`config.mk`:
```
export PLATFORM = sky130hd
export DESIGN_NAME = regf_wb_arbiter_flat
export DESIGN_NICKNAME = d
export VERILOG_FILES = /design/src/rtl/regf_pkg.sv /design/src/rtl/regf_wb_arbiter_if.sv /design/src/rtl/regf_scoreboard.sv /design/src/rtl/regf_wb_arbiter.sv /design/src/flat_wrapper.sv
export SDC_FILE = /design/constraint.sdc
export NUM_CORES = 1
export LEC_CHECK = 0
export BUFFER_PORTS_ARGS = -buffer_cell sky130_fd_sc_hd__buf_2
export CORE_UTILIZATION = 45
export CTS_BUF_LIST = sky130_fd_sc_hd__clkbuf_16
export DETAILED_ROUTE_END_ITERATION = 8
export PLACE_DENSITY = 0.84
export SLEW_MARGIN = 5
export SYNTH_ARGS = -nofsm -noshare
export SYNTH_HDL_FRONTEND = slang
export SYNTH_HIERARCHICAL = 1
export SYNTH_SLANG_ARGS = --single-unit
export TNS_END_PERCENT = 30
```
`constraint.sdc`:
```
create_clock -name clk -period 1.9 [get_ports clk]
set_input_delay 0.285 -clock clk [delete_from_list [all_inputs] [get_ports clk]]
set_output_delay 0.285 -clock clk [all_outputs]
set_load 0.005 [all_outputs]
```
`src/rtl/regf_pkg.sv`:
```
// Shared widths, constants and payload types for the register-file writeback arbiter.
package regf_pkg;

  localparam int unsigned XLEN = 32;
  localparam int unsigned AW   = 5;
  localparam int unsigned NREG = 1 << AW;

  localparam logic [AW-1:0] X0 = AW'(0);

  typedef enum logic {
    GNT_A = 1'b0,
    GNT_B = 1'b1
  } grant_e;

  // One register write: destination index plus data.
  typedef struct packed {
    logic [AW-1:0]   rd;
    logic [XLEN-1:0] data;
  } wb_req_t;

endpackage

```
`src/rtl/regf_wb_arbiter_if.sv`:
```
// Writeback requesters, issue-stage scoreboard access and register-file write port.
interface regf_wb_arbiter_if;
  import regf_pkg::*;

  logic            a_valid;
  logic            a_ready;
  logic [AW-1:0]   a_rd;
  logic [XLEN-1:0] a_data;
  logic            b_valid;
  logic            b_ready;
  logic [AW-1:0]   b_rd;
  logic [XLEN-1:0] b_data;
  logic            issue_valid;
  logic [AW-1:0]   issue_rd;
  logic            wr_en;
  logic [AW-1:0]   wr_rd;
  logic [XLEN-1:0] wr_data;
  logic [NREG-1:0] pending;

  modport master (
    output a_valid, a_rd, a_data, b_valid, b_rd, b_data, issue_valid, issue_rd,
    input  a_ready, b_ready, wr_en, wr_rd, wr_data, pending
  );

  modport slave (
    input  a_valid, a_rd, a_data, b_valid, b_rd, b_data, issue_valid, issue_rd,
    output a_ready, b_ready, wr_en, wr_rd, wr_data, pending
  );

endinterface

```
`src/rtl/regf_scoreboard.sv`:
```
// Per-register pending-write bits; a set and clear of the same index in one cycle leaves it set.
module regf_scoreboard
  import regf_pkg::*;
(
  input  logic            clk,
  input  logic            reset,
  input  logic            set_en,
  input  logic [AW-1:0]   set_idx,
  input  logic            clr_en,
  input  logic [AW-1:0]   clr_idx,
  output logic [NREG-1:0] pending
);

  logic [NREG-1:0] pending_nxt_c;

  // Clear first so a same-index set overrides it; x0 never pends.
  always_comb begin
    pending_nxt_c = pending;
    if (clr_en) pending_nxt_c[clr_idx] = 1'b0;
    if (set_en) pending_nxt_c[set_idx] = 1'b1;
    pending_nxt_c[X0] = 1'b0;
  end

  always_ff @(posedge clk) begin
    if (reset) pending <= '0;
    else       pending <= pending_nxt_c;
  end

endmodule

```
`src/rtl/regf_wb_arbiter.sv`:
```
// Round-robin arbiter sharing the register-file write port between ALU (A) and load (B) writeback.
module regf_wb_arbiter
  import regf_pkg::*;
(
  input logic              clk,
  input logic              reset,
  regf_wb_arbiter_if.slave bus
);

  grant_e          last_grant;
  logic            grant_a_c;
  logic            grant_b_c;
  logic            hs_c;
  wb_req_t         win_c;
  logic            wr_en_q;
  wb_req_t         wr_q;
  logic            set_en_c;
  logic [NREG-1:0] pending;

  // Grant includes valid, so a grant is a handshake; ties go to whoever did not win last.
  always_comb begin
    grant_a_c = 1'b0;
    grant_b_c = 1'b0;
    if (!reset) begin
      if (bus.a_valid && bus.b_valid) begin
        grant_a_c = (last_grant == GNT_B);
        grant_b_c = (last_grant == GNT_A);
      end else begin
        grant_a_c = bus.a_valid;
        grant_b_c = bus.b_valid;
      end
    end
  end

  assign hs_c = grant_a_c | grant_b_c;

  always_comb begin
    win_c.rd   = grant_b_c ? bus.b_rd   : bus.a_rd;
    win_c.data = grant_b_c ? bus.b_data : bus.a_data;
  end

  // Single output register; idle cycles keep index/data and drop the enable.
  always_ff @(posedge clk) begin
    if (reset) begin
      wr_en_q    <= 1'b0;
      wr_q       <= '0;
      last_grant <= GNT_B;
    end else begin
      wr_en_q <= hs_c && (win_c.rd != X0);
      if (hs_c) begin
        wr_q       <= win_c;
        last_grant <= grant_b_c ? GNT_B : GNT_A;
      end
    end
  end

  assign set_en_c = bus.issue_valid && (bus.issue_rd != X0);

  regf_scoreboard u_scoreboard (
    .clk     (clk),
    .reset   (reset),
    .set_en  (set_en_c),
    .set_idx (bus.issue_rd),
    .clr_en  (wr_en_q),
    .clr_idx (wr_q.rd),
    .pending (pending)
  );

  assign bus.a_ready = grant_a_c;
  assign bus.b_ready = grant_b_c;
  assign bus.wr_en   = wr_en_q;
  assign bus.wr_rd   = wr_q.rd;
  assign bus.wr_data = wr_q.data;
  assign bus.pending = pending;

endmodule

```
`src/flat_wrapper.sv`:
```
// flat-port wrapper written by rule: the top's interface ports become plain ports
module regf_wb_arbiter_flat import regf_pkg::*;
  (clk, reset, bus_a_valid, bus_a_rd, bus_a_data, bus_b_valid, bus_b_rd, bus_b_data, bus_issue_valid, bus_issue_rd, bus_a_ready, bus_b_ready, bus_wr_en, bus_wr_rd, bus_wr_data, bus_pending);
  regf_wb_arbiter_if bus_i ();
  input logic clk;
  input logic reset;
  input wire logic [$bits(bus_i.a_valid)-1:0] bus_a_valid;
  input wire logic [$bits(bus_i.a_rd)-1:0] bus_a_rd;
  input wire logic [$bits(bus_i.a_data)-1:0] bus_a_data;
  input wire logic [$bits(bus_i.b_valid)-1:0] bus_b_valid;
  input wire logic [$bits(bus_i.b_rd)-1:0] bus_b_rd;
  input wire logic [$bits(bus_i.b_data)-1:0] bus_b_data;
  input wire logic [$bits(bus_i.issue_valid)-1:0] bus_issue_valid;
  input wire logic [$bits(bus_i.issue_rd)-1:0] bus_issue_rd;
  output wire logic [$bits(bus_i.a_ready)-1:0] bus_a_ready;
  output wire logic [$bits(bus_i.b_ready)-1:0] bus_b_ready;
  output wire logic [$bits(bus_i.wr_en)-1:0] bus_wr_en;
  output wire logic [$bits(bus_i.wr_rd)-1:0] bus_wr_rd;
  output wire logic [$bits(bus_i.wr_data)-1:0] bus_wr_data;
  output wire logic [$bits(bus_i.pending)-1:0] bus_pending;
  assign bus_i.a_valid = bus_a_valid;
  assign bus_i.a_rd = bus_a_rd;
  assign bus_i.a_data = bus_a_data;
  assign bus_i.b_valid = bus_b_valid;
  assign bus_i.b_rd = bus_b_rd;
  assign bus_i.b_data = bus_b_data;
  assign bus_i.issue_valid = bus_issue_valid;
  assign bus_i.issue_rd = bus_issue_rd;
  assign bus_a_ready = bus_i.a_ready;
  assign bus_b_ready = bus_i.b_ready;
  assign bus_wr_en = bus_i.wr_en;
  assign bus_wr_rd = bus_i.wr_rd;
  assign bus_wr_data = bus_i.wr_data;
  assign bus_pending = bus_i.pending;
  regf_wb_arbiter u_core (.clk(clk), .reset(reset), .bus(bus_i));
endmodule
```
## Yosys cells after proc, flatten, opt, wreduce, memory -nomap -nowiden

Index checks and enable logic that the tools add are counted.

- Register bits: 71
- Input port bits: 84
- Output and inout bits: 72
- Word-level logic and storage cells: 35

- $lt $le $gt $ge: 4
- Mux-type cells: 13
- Bitwise logic cells: 5
- Reduce and logical (&&, ||, !) cells: 7

Operators with widths:

| operator | count |
|---|---|
| two-way mux 32 bit | 3 |
| AND 32 bit | 1 |
| NOT 32 bit | 1 |
| bitwise OR 32 bit | 1 |
| less-than comparator 5 x 6 -> 1 bit (second input constant) | 2 |
| demux 1 bit (select 5 bit) | 2 |
| >= comparator 5 x 1 -> 1 bit (second input constant) | 2 |
| nonzero test 5 bit | 2 |
| two-way mux 1 bit | 7 |
| logical AND 1 bit | 5 |
| two-way mux 5 bit | 1 |
| NOT 1 bit | 1 |
| bitwise OR 1 bit | 1 |

## Logic depth before layout (Yosys ltp)

- Depth in word-level cells: 9
- Mapped depth: 6
- Depth with buffers taken out: 5

## Cells and area by module

Netlist, hierarchy kept.

By module, submodules not included:

| module | instances | cells an instance | area an instance (µm²) | sequential area each (µm²) |
|---|---|---|---|---|
| regf_wb_arbiter | 1 | 176 | 1642.8 | 780.7 |
| regf_scoreboard | 1 | 156 | 1360.1 | 620.6 |

## Worst setup path before layout

OpenSTA, ideal clock, no wires.

- Path kind: input-to-reg
- Start: input port bus_issue_rd[0]
- End: register u_core.u_scoreboard.pending[22]
- Setup time: 0.125 ns
- Data arrival time: 1.361 ns
- Data required time: 1.775 ns
- Setup slack: 0.414 ns
- Stages on the path: 5
- Path buffers: 0
- Cells stage by stage: or4_1 -> o21a_1 -> nor3b_1 -> nand2_1 -> o21ai_0

- Elaborated cells between the ends (all ways): 9
- Classes of those cells: 2 x order compare; 3 x mux; 1 x bitwise; 3 x reduce/logical

RTL lines:

| item | RTL line | text |
|---|---|---|
| from (decl) | flat_wrapper.sv:14 | `input wire logic [$bits(bus_i.issue_rd)-1:0] bus_issue_rd;` |
| nonzero test 5 bit | regf_wb_arbiter.sv:57 | `assign set_en_c = bus.issue_valid && (bus.issue_rd != X0);` |
| logical AND 1 bit | regf_wb_arbiter.sv:57 |  |
| via u_core.set_en_c | regf_wb_arbiter.sv:17 | `logic set_en_c;` |
| two-way mux 32 bit | regf_scoreboard.sv:20 | `if (set_en) pending_nxt_c[set_idx] = 1'b1;` |
| to (signal assigned) | regf_scoreboard.sv:26 | `else pending <= pending_nxt_c;` |
| to (decl) | regf_scoreboard.sv:11 | `output logic [NREG-1:0] pending` |

The timed path passes the listed nets, and every way through them passes these cells.
A chain may end at the register's enable or synchronous reset.

## Worst setup path in the final report

- Start: register u_core.last_grant
- End: output port bus_b_ready

- Longest elaborated chain between the ends: 3

Ends and longest elaborated chain:

| item | RTL line | text |
|---|---|---|
| from (decl) | regf_wb_arbiter.sv:10 | `grant_e last_grant;` |
| from (signal assigned) | regf_wb_arbiter.sv:52 | `last_grant <= grant_b_c ? GNT_B : GNT_A;` |
| NOT 1 bit | regf_wb_arbiter.sv:27 | `grant_b_c = (last_grant == GNT_A);` |
| two-way mux 1 bit | regf_wb_arbiter.sv:25 | `if (bus.a_valid && bus.b_valid) begin` |
| two-way mux 1 bit | regf_wb_arbiter.sv:24 | `if (!reset) begin` |
| to (decl) | flat_wrapper.sv:16 | `output wire logic [$bits(bus_i.b_ready)-1:0] bus_b_ready;` |

No other way between the ends.

==> results.sh <==
export IMPL_p_clk_frac=0.417
export IMPL_swShare=0.2431
export IMPL_cts_sinks=70
export IMPL_fin_crit_sh=0.9098
export IMPL_cts_resized=0
export IMPL_die_area_um2=7004
export IMPL_insertion_delay_ps=320
export IMPL_port_buffers=154
export IMPL_power_leakage_uw=0.001927
export IMPL_tns_ps=0
export IMPL_synthToLayoutAreaGrowth_pct=37.54
export IMPL_pwr_share_comb=0.122
export IMPL_post_drt_wl_per_cell_um=14.49
export IMPL_ys_flop_type="dfxtp_1"
export IMPL_firstDrtPassIters=4
export IMPL_outcome="completed"
export IMPL_diodes=0
export IMPL_numCtsBuffers=9
export IMPL_core_area_um2=6386
export IMPL_whs_path_depth=3
export IMPL_post_dp_cell_area_um2=3872
export IMPL_p_per_area_nw_per_um2=834.0
export IMPL_via_per_inst=5.323
export IMPL_synth_distinct_cells=33
export IMPL_cts_htree_levels=3
export IMPL_seqPwrFrac=0.462
export IMPL_rows=29
export IMPL_fmax_ghz=0.5785
export IMPL_drv_slew=0
export IMPL_peakVddDrop_mv=0.5523
export IMPL_whs_ps=220.9
export IMPL_dp_hpwl_um=6295
export IMPL_antenna_found_initial=0
export IMPL_hold_viol_final=0
export IMPL_fin_total_pwr_uw=3445
export IMPL_grt_first_pass_wirelength_um=13520
export IMPL_synth_top_area_frac=0.4667
export IMPL_fin_worst_skew_ps=4.114
export IMPL_grt_pass1_vias=2815
export IMPL_start_util=0.4702
export IMPL_syn_num_nets=416
export IMPL_cts_tree="done"
export IMPL_worst_path_max_fanout=38
export IMPL_cts_root_buf="clkbuf_16"
export IMPL_seq_area_frac_synth=0.4667
export IMPL_grt_util_all_layers=0.2430
export IMPL_drc=0
export IMPL_drive_gt1_frac=0.3590
export IMPL_avgSynthCellArea_um2=9.045
export IMPL_synth_area_leaders="dfxtp_1 47%, mux2i_1 12%, o21ai_0 9.3%"
export IMPL_cts_buffer_depth=2
export IMPL_clkTransAtPathRegs_ps=60
export IMPL_die_w_um=83.69
export IMPL_yosysTopAreaCell="dfxtp_1"
export IMPL_period_needed_ps=1729
export IMPL_ys_seq_elements=70
export IMPL_async_reset_ff_frac=0
export IMPL_design_area_um2=4130
export IMPL_grt_max_degree=39
export IMPL_postSynthCellCount=332
export IMPL_rsz0062_at_grt="no"
export IMPL_start_kind="flip-flop"
export IMPL_arrival_ps=1440
export IMPL_netlist_area_um2=3003
export IMPL_fp_dieH_um=83.69
export IMPL_p_sw_uw=837.6
export IMPL_grt_overflow=0
export IMPL_gp_congestion=0.8442
export IMPL_nNetsFinal=572
export IMPL_post_cts_buffers=0
export IMPL_crit_path_end_kind="output pin"
export IMPL_ant_nets=0
export IMPL_vias=3034
export IMPL_setup_viol=0
export IMPL_ys_warn_count=6
export IMPL_cp_data_required_time_ps=1620
export IMPL_maxCapViolations=0
export IMPL_worstSetupPathType="reg2out"
export IMPL_drt_iter0_drc=212
export IMPL_wl_um=8258
export IMPL_dp_cells=554
export IMPL_io_pins=156
export IMPL_stdcell_count=570
export IMPL_r2r_cells=5
export IMPL_p_int_uw=2607
export IMPL_min_path_type="in2reg"
export IMPL_postCtsHoldBufs=0
export IMPL_synth_edf_count=0
final timing paths:
| path | from | slack [ps] | endpoint |
|---|---|---|---|
| hold / removal | bus_a_data[6] | 220 | u_core/bus.wr_data[6]$_SDFFE_PP0P_ |
| setup reg to reg | u_core/last_grant$_SDFFE_PP1P_ | 370 | u_core/bus.wr_en$_SDFF_PP0_ |
| hold reg to reg | u_core/bus.wr_data[12]$_SDFFE_PP0P_ | 450 | u_core/bus.wr_data[12]$_SDFFE_PP0P_ |
| setup / recovery | u_core/last_grant$_SDFFE_PP1P_ | 170 | bus_b_ready |
critical path: stages (launching register included):
cell	delay (ps)
dfxtp_1	330
nand2_1	100
nor3b_4	230
buf_12	280
buf_2	170
area by class of cell:
cell class                 instances  area, um^2
clock buffer                       9       225.2
clock inverter                     7       32.53
fill                             542        2256
inverter                           1       3.754
multi-input combinational        247        1538
sequential                        70        1401
tap                               77       96.34
timing repair buffer             159       833.3
through the flow:
step | setup WS [ps] | util
after floorplan | 413.6 | -
after global placement | 188.5 | 0.6064
after detailed placement | 97.24 | 0.6064
after CTS | 158.1 | 0.6467
after global routing | 106.3 | 0.6467
final | 171.4 | 0.6467
synthesized netlist by cell type (all sizes together), types with 2 or more instances:
master	n
and2b	21
buf	5
clkbuf	9
dfxtp	70
mux2i	36
nand2	40
nand2b	2
nand3	4
nand3b	8
nor2	3
nor2b	10
nor3b	2
nor4	2
o21ai	100
o21bai	2
or3	2
or3b	5
cells in the final DEF, fill, tap and decap left out, types with 8 or more instances in the layout:
cell type,n
nand3b_1,8
o21ai_0,56
o21ai_1,44
nor2b_1,10
dfxtp_1,70
clkbuf_16,9
and2b_1,21
buf_2,154
nand2_1,40
mux2i_1,36
cell families after synthesis:
family / Yosys count / synth area share
mux: 37 / 0.1238
simple gates: 103 / 0.2008
other cells: 1 / 0.001249
buf+inv: 15 / 0.02666
compound gates: 106 / 0.1808
flops: 70 / 0.4667
sequential cells by signal, indices dropped and copies added, names as in the netlist:
register and count:
u_core/bus.wr_rd 5, u_core/u_scoreboard/pending 31, u_core/bus.wr_data 32, u_core/last_grant 1
u_core/bus.wr_en 1
metal layers:
| layer | vias up | global-route usage | routed length (um) |
|---|---|---|---|
| met3 | 12 | 0.04847 | 616 |
| li1 | 1485 | - | - |
| met4 | 0 | 0.08629 | 107 |
| met1 | 1373 | 0.2918 | 3337 |
| met2 | 164 | 0.4294 | 4197 |
| met5 | - | 0 | 0 |
power groups by stage:
stage / registers [uW] / logic (uW) / clock network, uW
floorplan: 1620 / 185 / 0
CTS: 1590 / 421 / 1460
detailed placement: 1620 / 420 / 0
global placement: 1620 / 405 / 0
global route: 1600 / 459 / 1540
finish: 1590 / 419 / 1440
(Power assumes the default switching activity.)
